$ cat config.mk
export PLATFORM = sky130hd
export DESIGN_NAME = hann_frame_sequencer
export DESIGN_NICKNAME = d
export VERILOG_FILES = /design/src/rtl/hann_frame_sequencer_pkg.sv /design/src/rtl/hann_frame_sequencer_bit_reverse_addr.sv /design/src/rtl/hann_frame_sequencer.sv
export SDC_FILE = /design/constraint.sdc
export NUM_CORES = 1
export LEC_CHECK = 0
export ABC_AREA = 0
export BUFFER_PORTS_ARGS = -buffer_cell sky130_fd_sc_hd__buf_2
export CAP_MARGIN = 20
export CORE_UTILIZATION = 50
export DETAILED_ROUTE_END_ITERATION = 8
export PLACE_DENSITY_LB_ADDON = 0.15
export SETUP_SLACK_MARGIN = 0.4
export SLEW_MARGIN = 20
export SYNTH_ARGS = -nofsm -noshare
export SYNTH_HDL_FRONTEND = slang
export SYNTH_HIERARCHICAL = 1
export SYNTH_SLANG_ARGS = --single-unit
$ cat constraint.sdc
create_clock -name Clock -period 1.8 [get_ports Clock]
set_input_delay 0.36 -clock Clock [delete_from_list [all_inputs] [get_ports Clock]]
set_output_delay 0.36 -clock Clock [all_outputs]
set_load 0.02 [all_outputs]
$ cat src/rtl/hann_frame_sequencer_pkg.sv
// Shared analyzer definitions: sequencer state encoding, default widths and
// the index bit-reversal helper used by the sequencer and the FFT stage.
package analyzer_pkg;

    typedef enum logic [2:0] {
        IDLE  = 3'd0,
        READ  = 3'd1,
        LOAD  = 3'd2,
        WAIT  = 3'd3,
        WRITE = 3'd4,
        DONE  = 3'd5
    } seqState_t;

    localparam int BW_X_DEFAULT    = 11;
    localparam int BW_DATA_DEFAULT = 16;

    // Reverses the low 'width' bits of value; bits above width come back as 0.
    function automatic logic [31:0] bitRev(input logic [31:0] value, input int width);
        logic [31:0] result;
        result = '0;
        for (int i = 0; i < 32; i++) begin
            if (i < width) begin
                result[i] = value[width - 1 - i];
            end
        end
        return result;
    endfunction

endpackage

$ cat src/rtl/hann_frame_sequencer_bit_reverse_addr.sv
// Combinational address bit-reverser spanning the full address width.
module bit_reverse_addr
    import analyzer_pkg::*;
#(
    parameter int Width = BW_X_DEFAULT
) (
    input  logic [Width-1:0] AddrIn,
    output logic [Width-1:0] AddrOut
);

    assign AddrOut = Width'(bitRev(32'(AddrIn), Width));

endmodule

$ cat src/rtl/hann_frame_sequencer.sv
// Frame sequencer feeding the Hann window stage: reads each capture-RAM sample,
// runs one window operation at a time and writes the result into the FFT RAM.
module hann_frame_sequencer
    import analyzer_pkg::*;
#(
    parameter int bw_x        = BW_X_DEFAULT,
    parameter int bw_data     = BW_DATA_DEFAULT,
    parameter bit bit_reverse = 1'b1,
    parameter int bw_wdog     = 8
) (
    input  logic               Clock,
    input  logic               Reset,
    input  logic               FrameStart,
    output logic               FrameBusy,
    output logic               FrameEnd,
    output logic               ErrTimeout,
    output logic               ErrReject,
    output logic               SrcRdEn,
    output logic [bw_x-1:0]    SrcAddr,
    input  logic [bw_data-1:0] SrcData,
    output logic               WinStart,
    output logic [bw_x-1:0]    WinX,
    output logic [bw_data-1:0] WinData,
    input  logic               WinEnd,
    input  logic [bw_data-1:0] WinOut,
    output logic               DstWe,
    output logic [bw_x-1:0]    DstAddr,
    output logic [bw_data-1:0] DstData
);
    // state | meaning
    // IDLE  | waiting for an accepted FrameStart
    // READ  | capture-RAM read of sample idx
    // LOAD  | hand sample to the window stage, pulse WinStart
    // WAIT  | waiting for WinEnd, watchdog running
    // WRITE | FFT-RAM write of the windowed sample
    // DONE  | FrameEnd pulse, return to IDLE

    localparam logic [bw_x-1:0]    idxLast  = '1;
    localparam logic [bw_wdog-1:0] wdogLast = {{(bw_wdog-1){1'b1}}, 1'b0};

    seqState_t           state, stateNext;
    logic [bw_x-1:0]     idx, idxNext, idxRev;
    logic [bw_wdog-1:0]  wdog, wdogNext;
    logic                busyNext, endNext, toNext, rejNext, rdNext, winStartNext, weNext;
    logic [bw_x-1:0]     srcAddrNext, winXNext, dstAddrNext;
    logic [bw_data-1:0]  winDataNext, dstDataNext;

    bit_reverse_addr #(.Width(bw_x)) uBitRev (
        .AddrIn  (idx),
        .AddrOut (idxRev)
    );

    always_comb begin
        stateNext    = state;
        idxNext      = idx;
        wdogNext     = wdog;
        busyNext     = FrameBusy;
        endNext      = 1'b0;
        toNext       = 1'b0;
        rejNext      = FrameStart && (state != IDLE);
        rdNext       = 1'b0;
        srcAddrNext  = SrcAddr;
        winStartNext = 1'b0;
        winXNext     = WinX;
        winDataNext  = WinData;
        weNext       = 1'b0;
        dstAddrNext  = DstAddr;
        dstDataNext  = DstData;
        case (state)
            IDLE: begin
                if (FrameStart) begin
                    idxNext     = '0;
                    busyNext    = 1'b1;
                    rdNext      = 1'b1;
                    srcAddrNext = '0;
                    stateNext   = READ;
                end
            end
            READ: stateNext = LOAD;
            LOAD: begin
                winDataNext  = SrcData;
                winXNext     = idx;
                winStartNext = 1'b1;
                wdogNext     = '0;
                stateNext    = WAIT;
            end
            WAIT: begin
                if (WinEnd) begin
                    dstDataNext = WinOut;
                    dstAddrNext = bit_reverse ? idxRev : idx;
                    weNext      = 1'b1;
                    stateNext   = WRITE;
                end else begin
                    wdogNext = wdog + 1'b1;
                    if (wdog == wdogLast) begin
                        toNext    = 1'b1;
                        busyNext  = 1'b0;
                        stateNext = IDLE;
                    end
                end
            end
            WRITE: begin
                if (idx == idxLast) begin
                    endNext   = 1'b1;
                    stateNext = DONE;
                end else begin
                    idxNext     = idx + 1'b1;
                    rdNext      = 1'b1;
                    srcAddrNext = idx + 1'b1;
                    stateNext   = READ;
                end
            end
            DONE: begin
                busyNext  = 1'b0;
                stateNext = IDLE;
            end
            default: stateNext = IDLE;
        endcase
    end

    always_ff @(posedge Clock) begin
        if (Reset) begin
            state      <= IDLE;
            idx        <= '0;
            wdog       <= '0;
            FrameBusy  <= 1'b0;
            FrameEnd   <= 1'b0;
            ErrTimeout <= 1'b0;
            ErrReject  <= 1'b0;
            SrcRdEn    <= 1'b0;
            SrcAddr    <= '0;
            WinStart   <= 1'b0;
            WinX       <= '0;
            WinData    <= '0;
            DstWe      <= 1'b0;
            DstAddr    <= '0;
            DstData    <= '0;
        end else begin
            state      <= stateNext;
            idx        <= idxNext;
            wdog       <= wdogNext;
            FrameBusy  <= busyNext;
            FrameEnd   <= endNext;
            ErrTimeout <= toNext;
            ErrReject  <= rejNext;
            SrcRdEn    <= rdNext;
            SrcAddr    <= srcAddrNext;
            WinStart   <= winStartNext;
            WinX       <= winXNext;
            WinData    <= winDataNext;
            DstWe      <= weNext;
            DstAddr    <= dstAddrNext;
            DstData    <= dstDataNext;
        end
    end

endmodule

==> run summary, run 1 <==
Status: complete, no violations
Worst Setup EP: idx[3]
Max_cap viols: 0
Arr. time, crit path: 1.65 ns
Pint: 2.67 mW
Final period utilization: 78.9%
Starting Density: 51.7%
Net Sw Frac: 25.1%
Total congestion overflow: 0
Mean Syn Cell Area: 9.40 um2
#FFs+latches synth: 83
Met3 Wirelength: 502 um
Antenna-violating nets left: 0
Synth warn: 6
Layout cells sized above 1: 40.2%
Syn Nets: 386
Vias in the first global route: 2473
Reg2Reg Depth: 6
Pwr Density: 838 nW/um2
Worst skew pair latency: 0.35 ns
CP max-delay cell: dfxtp_4
Switching power: 898 uW
CTS root buf: clkbuf_8
Met1 wire length: 3.31 mm
Avg WL per Cell: 13.9 um
CP endpoint kind: flop
Port bufs: 107
Htree depth: 3
TNS Setup: 0 ns
CTS Buf Count: 9
Fillers: 528
Tot Pwr: 3.57 mW
Vias per cell: 5.36
Worst slew pin tran: 0.369 ns
Area of the multi-input gates: 1470 um2
Power share of the combinational group: 10.7%
Initial antenna violation count: 0
Total GRT Usage: 22.4%
Complex-gate fraction of the synthesized area: 19.1%
Netlist cell types: 44
Clk sink count: 83
Worst path cell trace: ha_4 -> and3_4 -> nand4_1 -> buf_4 -> a31oi_1 -> a31oi_1
Placer congestion estimate: 0.877
Crit path kind: flop to flop
Nets@finish: 504
Final slew viol count: 0
Clock power frac: 35.9%
Sequential area share after synthesis: 50.9%
Sequential power share: 53.4%
CP Launch Type: flop
RR Startpoint: idx[1]
Reg clk slew, reported paths: 0.09 ns
RSZ-0062 raised after global routing: yes
Post-synthesis simple-gate area fraction: 20.4%
Clock buffer depth: 2
Met2 wire length: 3.73 mm
Area Growth Syn to Fin: 30.6%
Core area: 6310 um2
Worst-case vdd ir drop: 0.000545 V
Post-Route WL: 7.63 mm
CP Data Required Time: 2.03 ns
DR iter-0 viols: 122
Setup violations, final: 0
Post-synthesis adder-cell area fraction: 1.15%
Hold crit path type: primary input to flop
Mux cell area share after synthesis: 0.652%
Row cnt: 29
Worst Skew: 0.0126 ns
Worst path most repeated cell: a31oi_1
Synth Instances: 347
Largest net degree at the start of global routing: 37
Die area: 6850 um2
Mapped cell area: 3260 um2
Post-Synth XOR/XNOR Area: 0.806%
Setup crit start: idx[1]
Io pins: 108
Fmax: 704 MHz
Pleak: 1.84 nW
Drt first pass iters: 4
DPL Wire Length: 4.99 mm
Worst flop-to-flop path endpoint: idx[3]
Max_slew headroom: 75.4%
Final hold vios: 0
Die height: 82.8 um
Die width: 82.8 um
Uppermost layer routed: met4
Final Critical Period: 1.42 ns
Number of remaining DRC errors: 0
CP peak stage delay: 0.37 ns
CTS tree: built
Storage element area: 1690 um2
Slack of the worst reg-to-reg path: 0.38 ns
Largest family of logic cells by synthesized area: simple AND/OR/NAND/NOR gates
# diodes: 0
Worst Path Max Fanout: 7
Vias: 2931
Worst hold slack: 0.216 ns
First-pass GRT wire length: 11.6 mm
kinds of logic (layout without fill, tap and decap cells):
group | after synthesis | count (layout)
compound gates | 93 | 93
xor+xnor | 3 | 3
fa+ha+maj | 3 | 3
buf+inv | 35 | 157
flops | 83 | 83
mux | 2 | 2
simple gates | 128 | 129
cells in the final DEF (no fill, tap or decap), types with 7 or more instances in the layout:
| master | instances |
|---|---|
| buf_2 | 107 |
| dfxtp_1 | 71 |
| nand2_1 | 67 |
| a21oi_1 | 34 |
| a22o_1 | 27 |
| buf_4 | 25 |
| a31oi_1 | 9 |
| nor2_1 | 9 |
| clkbuf_8 | 9 |
| nor3_1 | 8 |
| o21ai_0 | 8 |
| dfxtp_2 | 7 |
metal layers:
metal  GRT usage, %  vias up
met5              0        -
met4           6.90        0
met3           5.90        9
met2           38.0       94
met1           27.7     1364
li1               -     1464
sequential cells by signal, indices dropped and copies added, names as in the netlist:
name	cells
DstData	16
WinData	16
DstAddr	11
WinX	11
idx	11
wdog	8
state	3
DstWe	1
ErrReject	1
ErrTimeout	1
FrameBusy	1
FrameEnd	1
SrcRdEn	1
WinStart	1
worst min path at each step:
stage                             end        start  slack [ns]  depth (start not counted)
after floorplan               wdog[5]      wdog[5]        0.45                          2
after global placement     DstData[5]   DstData[5]        0.44                          2
after detailed placement  DstData[12]  DstData[12]        0.44                          2
after CTS                  WinData[9]   SrcData[9]        0.21                          2
after global routing       WinData[9]   SrcData[9]        0.21                          2
final                      WinData[9]   SrcData[9]        0.22                          2
cells in the mapped netlist:
cell type   n  area [um2]
a21oi_1    36         180
a21oi_4     1        16.3
a22o_1     27         236
a22oi_1     2        15.0
a311oi_1    1        8.76
a31oi_1     9        56.3
a41oi_1     3        26.3
and2_1      4        25.0
and2b_1     1        7.51
and3_1      4        25.0
and4_1      4        35.0
buf_2       4        20.0
buf_4      16         120
buf_6       4        45.0
clkbuf_1    6        22.5
dfxtp_1    83        1660
ha_1        3        37.5
inv_1       5        18.8
mux2_2      1        11.3
mux2i_1     1        10.0
nand2_1    67         251
nand2_2     1        6.26
nand2b_1    2        12.5
nand2b_4    1        13.8
nand3_1     6        30.0
nand3_2     1        10.0
nand3b_1    1        7.51
nand4_1     5        31.3
nand4_2     1        12.5
nand4b_1    1        8.76
nand4bb_1   1        11.3
nor2_1      9        33.8
nor2_4      2        22.5
nor3_1      9        45.0
nor3_4      1        16.3
nor3b_4     1        18.8
o211ai_1    1        7.51
o21ai_0    10        50.1
o21ai_2     1        8.76
o311ai_0    1        8.76
o31ai_1     1        7.51
or3_1       5        31.3
or3b_4      1        11.3
xor2_1      3        26.3
stage by stage:
| stage | std cells | util (%) | setup WS [ns] | instance area (um2) |
|---|---|---|---|---|
| after global placement | 512 | 60.9 | 0.282 | 3840 |
| after floorplan | 347 | - | 0.361 | 3300 |
| final | 547 | 67.5 | 0.379 | 4260 |
| after global routing | 547 | 67.5 | 0.330 | 4260 |
| after detailed placement | 512 | 60.9 | 0.208 | 3840 |
| after CTS | 544 | 66.2 | 0.398 | 4180 |
critical path: cells and delay by family, from the launching register on:
kind | cells | cell delay [ns]
compound gates | 2 | 0.18
fa+ha+maj | 1 | 0.13
buf+inv | 1 | 0.21
flops | 1 | 0.37
simple gates | 2 | 0.42
repair_timing:
item / CTS / global route
hold buffers: 0 / 0
buffers inserted: 15 / 3
cloned: 1 / 0
pin swaps: 8 / 9
endpoints found under the setup margin: 74 / 38
gates resized for setup: 16 / 14
power groups by stage:
stage	clock network (mW)	logic, mW	registers, mW
global placement	0	0.328	1.95
detailed placement	0	0.331	1.95
floorplan	0	0.184	1.99
global route	1.37	0.417	1.91
CTS	1.30	0.362	1.90
finish	1.28	0.383	1.91
cell type report:
type,count,share of cell area (%)
clock buffer,11,3.08
clock inverter,5,1.29
inverter,5,0.441
multi-input combinational,230,34.6
sequential,83,39.7
tap,77,2.26
timing repair buffer,136,18.7
(Power assumes the default switching activity.)
==> run 2, diff against run 1 <==
- ABC_AREA: 0 -> 1
- CORE_UTILIZATION: 50 -> 45
- clock period: 1.8 -> 1.2 ns (I/O delays scaled with it)
==> run 2 against run 1 <==
  * The run now ends with negative setup slack left
  * Routed wire length rose by 87%
  * First-iteration DRC count rose to 2.8 times the previous value
  * Worst setup slack lost 0.66 ns
  * Largest power group unchanged
  * Maximum frequency shrank 4.3%
  * Register-to-register slack got worse by 0.66 ns
  * Sequential power is 55% higher
  * Synthesized area increased by 1.4%
  * Critical path depth is 1 higher
  * Highest routed layer unchanged
==> run summary, run 2 <==
Complex-gate fraction of the synthesized area: 14.0% (-5.0 points)
Synth Instances: 421 (+21%)
Placed Cells: 636 (+24%)
CTS Buf Count: 9 (unchanged)
Post-synth ARST share: 0% (unchanged)
Ys flop type: dfxtp_1
First-pass GRT wire length: 15.3 mm (+32%)
RSZ-0062 raised after global routing: yes
Post-Route WL: 14.3 mm (+87%)
Clk sink count: 83 (unchanged)
Status: complete, but fails checks
Pwr Density: 1020 nW/um2 (+21%)
#FFs+latches synth: 83 (unchanged)
Number of remaining DRC errors: 0 (unchanged)
DR iter-0 viols: 344 (+180%)
Layout cells sized above 1: 70.8% (+31 points)
Top-count cell post-synth: nand2_1
Worst-case vdd ir drop: 0.000730 V (+34%)
Mapped cell area: 3310 um2 (+1.4%)
Setup WS pre-CTS: -0.154 ns (-0.362 ns)
Hold Buf Count CTS: 0 (unchanged)
Commonest cells post-synth: 121 x nand2_1, 83 x dfxtp_1, 42 x a21oi_1
Area contributors post-synth: dfxtp_1 50%, nand2_1 14%, a21oi_1 6.4%
Starting Density: 47.6% (-4.0 points)
Fmax: 674 MHz (-4.3%)
Core area: 6940 um2 (+10%)
Initial antenna violation count: 0 (unchanged)
Largest family of logic cells by synthesized area: simple AND/OR/NAND/NOR gates
HP Start: SrcData[2]
Arr. time, crit path: 1.78 ns (+0.13 ns)
Worst Skew: 0.0140 ns (+0.00141 ns)
Die area: 7700 um2 (+12%)
Fillers: 283 (-46%)
# diodes: 0 (unchanged)
CTS root buf: clkbuf_8
Antenna-violating nets left: 0 (unchanged)
CP endpoint kind: flop
Worst slew pin tran: 0.679 ns (+0.309 ns)
Die height: 87.7 um (+6.0%)
Largest net degree at the start of global routing: 44 (+19%)
Io pins: 108 (unchanged)
Pleak: 2.66 nW (+45%)
DPL Wire Length: 5.90 mm (+18%)
Tot Pwr: 6.32 mW (+77%)
Post-synthesis simple-gate area fraction: 25.1% (+4.7 points)
Worst skew pair latency: 0.38 ns (+0.03 ns)
Final Critical Period: 1.48 ns (+0.0638 ns)
Mux cell area share after synthesis: 0% (-0.65 points)
PnR worst setup slack: -0.284 ns (-0.664 ns)
Synth warn: 6 (unchanged)
Top-area cell type share of the netlist area: 50.2% (-0.69 points)
Nets@finish: 657 (+30%)
Mean Syn Cell Area: 7.85 um2 (-16%)
Most frequent cells in the layout: 96 x buf_6, 73 x nand2_1, 69 x dfxtp_2
Max_slew headroom: 54.8% (-21 points)
Drt first pass iters: 5 (+1)
Area leader, netlist: dfxtp_1
Slack of the worst reg-to-reg path: -0.28 ns (-0.66 ns)
Final period utilization: 124% (+45 points)
Avg WL per Cell: 19.9 um (+42%)
Post-Synth XOR/XNOR Area: 0% (-0.81 points)
Setup crit start: state[0]
Reg2Reg Depth: 7 (+1)
Worst Hold Depth: 2 (unchanged)
Reg clk slew, reported paths: 0.10 ns (about the same)
Placer congestion estimate: 0.927 (+5.7%)
Most common cell after layout, fill and taps aside: buf_6
TNS Setup: -7.81 ns (-7.81 ns)
Max_cap viols: 0 (unchanged)
Final hold vios: 0 (unchanged)
Final slew viol count: 0 (unchanged)
Failing checks: negative setup slack
Crit path kind: flop to flop
Clock buffer depth: 2 (unchanged)
CTS tree: built
Vias in the first global route: 3212 (+30%)
Post-synth EDFFs: 0 (unchanged)
Vias: 4042 (+38%)
Finished Layout Cells: 719 (+31%)
Biggest regs: DstData: 16 flops, WinData: 16 flops
Sequential area share after synthesis: 50.2% (-0.69 points)
Worst Path Max Fanout: 6 (-1)
Total congestion overflow: 0 (unchanged)
RR Startpoint: state[0]
Vias per cell: 5.62 (+4.9%)
Total GRT Usage: 26.0% (+3.6 points)
Worst hold slack: 0.0853 ns (-0.131 ns)
Post-synthesis adder-cell area fraction: 1.14% (-0.016 points)
CP Data Required Time: 1.49 ns (-0.54 ns)
Die width: 87.7 um (+6.0%)
Area Growth Syn to Fin: 88.0%
Port bufs: 107 (unchanged)
Setup violations, final: 76 (+76)
Hold crit path type: primary input to flop
Syn Nets: 460 (+19%)
Netlist cell types: 28 (-36%)
Row cnt: 30 (+3.4%)
CP Launch Type: flop
Htree depth: 3 (unchanged)
## run 2: logic make-up after synthesis
group                      count (synthesis)
and+or+nand+nor                          194
DFF                                       83
AOI/OAI and AO/OA                         78
buffers and inverters                     63
adders and majority gates                  3
## run 2: where the power goes
| group | switching, mW | internal [mW] | total [mW] |
|---|---|---|---|
| clock network | 1.13 | 0.937 | 2.07 |
| registers | 0.104 | 2.86 | 2.96 |
| logic | 0.704 | 0.592 | 1.30 |
## run 2: stage by stage
stage	utilization, %	instance area, um2
after floorplan	-	3440
after global placement	60.6	4210
after detailed placement	60.6	4210
after CTS	78.9	5480
after global routing	89.5	6220
final	89.5	6220
## run 2: layout make-up
cell class,count,area (um2),share of cell area [%]
Clock buffer,13,170,2.74
Clock inverter,3,18.8,0.302
Inverter,38,178,2.86
Multi-Input combinational cell,278,2010,32.4
Sequential cell,83,1790,28.8
Tap cell,96,120,1.93
Timing Repair Buffer,205,1890,30.3
Timing Repair inverter,3,43.8,0.704
## run 2: path summary, 6_finish.rpt
kind                 endpoint
hold / removal     WinData[2]
setup reg to reg  DstData[11]
hold reg to reg   DstData[12]
setup / recovery  DstData[11]
## run 2: layer usage
metal | GRT usage [%] | share of wire, % | up-vias | routed length [um]
li1 | - | - | 1759 | -
met1 | 31.5 | 37 | 1944 | 5290
met2 | 44.0 | 51 | 267 | 7230
met3 | 6.60 | 7.0 | 72 | 999
met4 | 10.6 | 5.3 | 0 | 757
met5 | 0 | 0 | - | 0
## run 2: worst max-delay path, cell delays in order (launching register included)
cell and delay, ns:
dfxtp_4 0.41, nand2_4 0.07, nor2_4 0.18, buf_6 0.18, nand2_8 0.13, inv_8 0.11
nand2_1 0.08, a21oi_2 0.24
## run 2: repair_timing
item | 4_1_cts | 5_1_grt
buffers inserted | 32 | 26
resized for setup | 297 | 127
pin swaps | 22 | 33
gates cloned | 4 | 5
endpoints found under the setup margin | 155 | 155
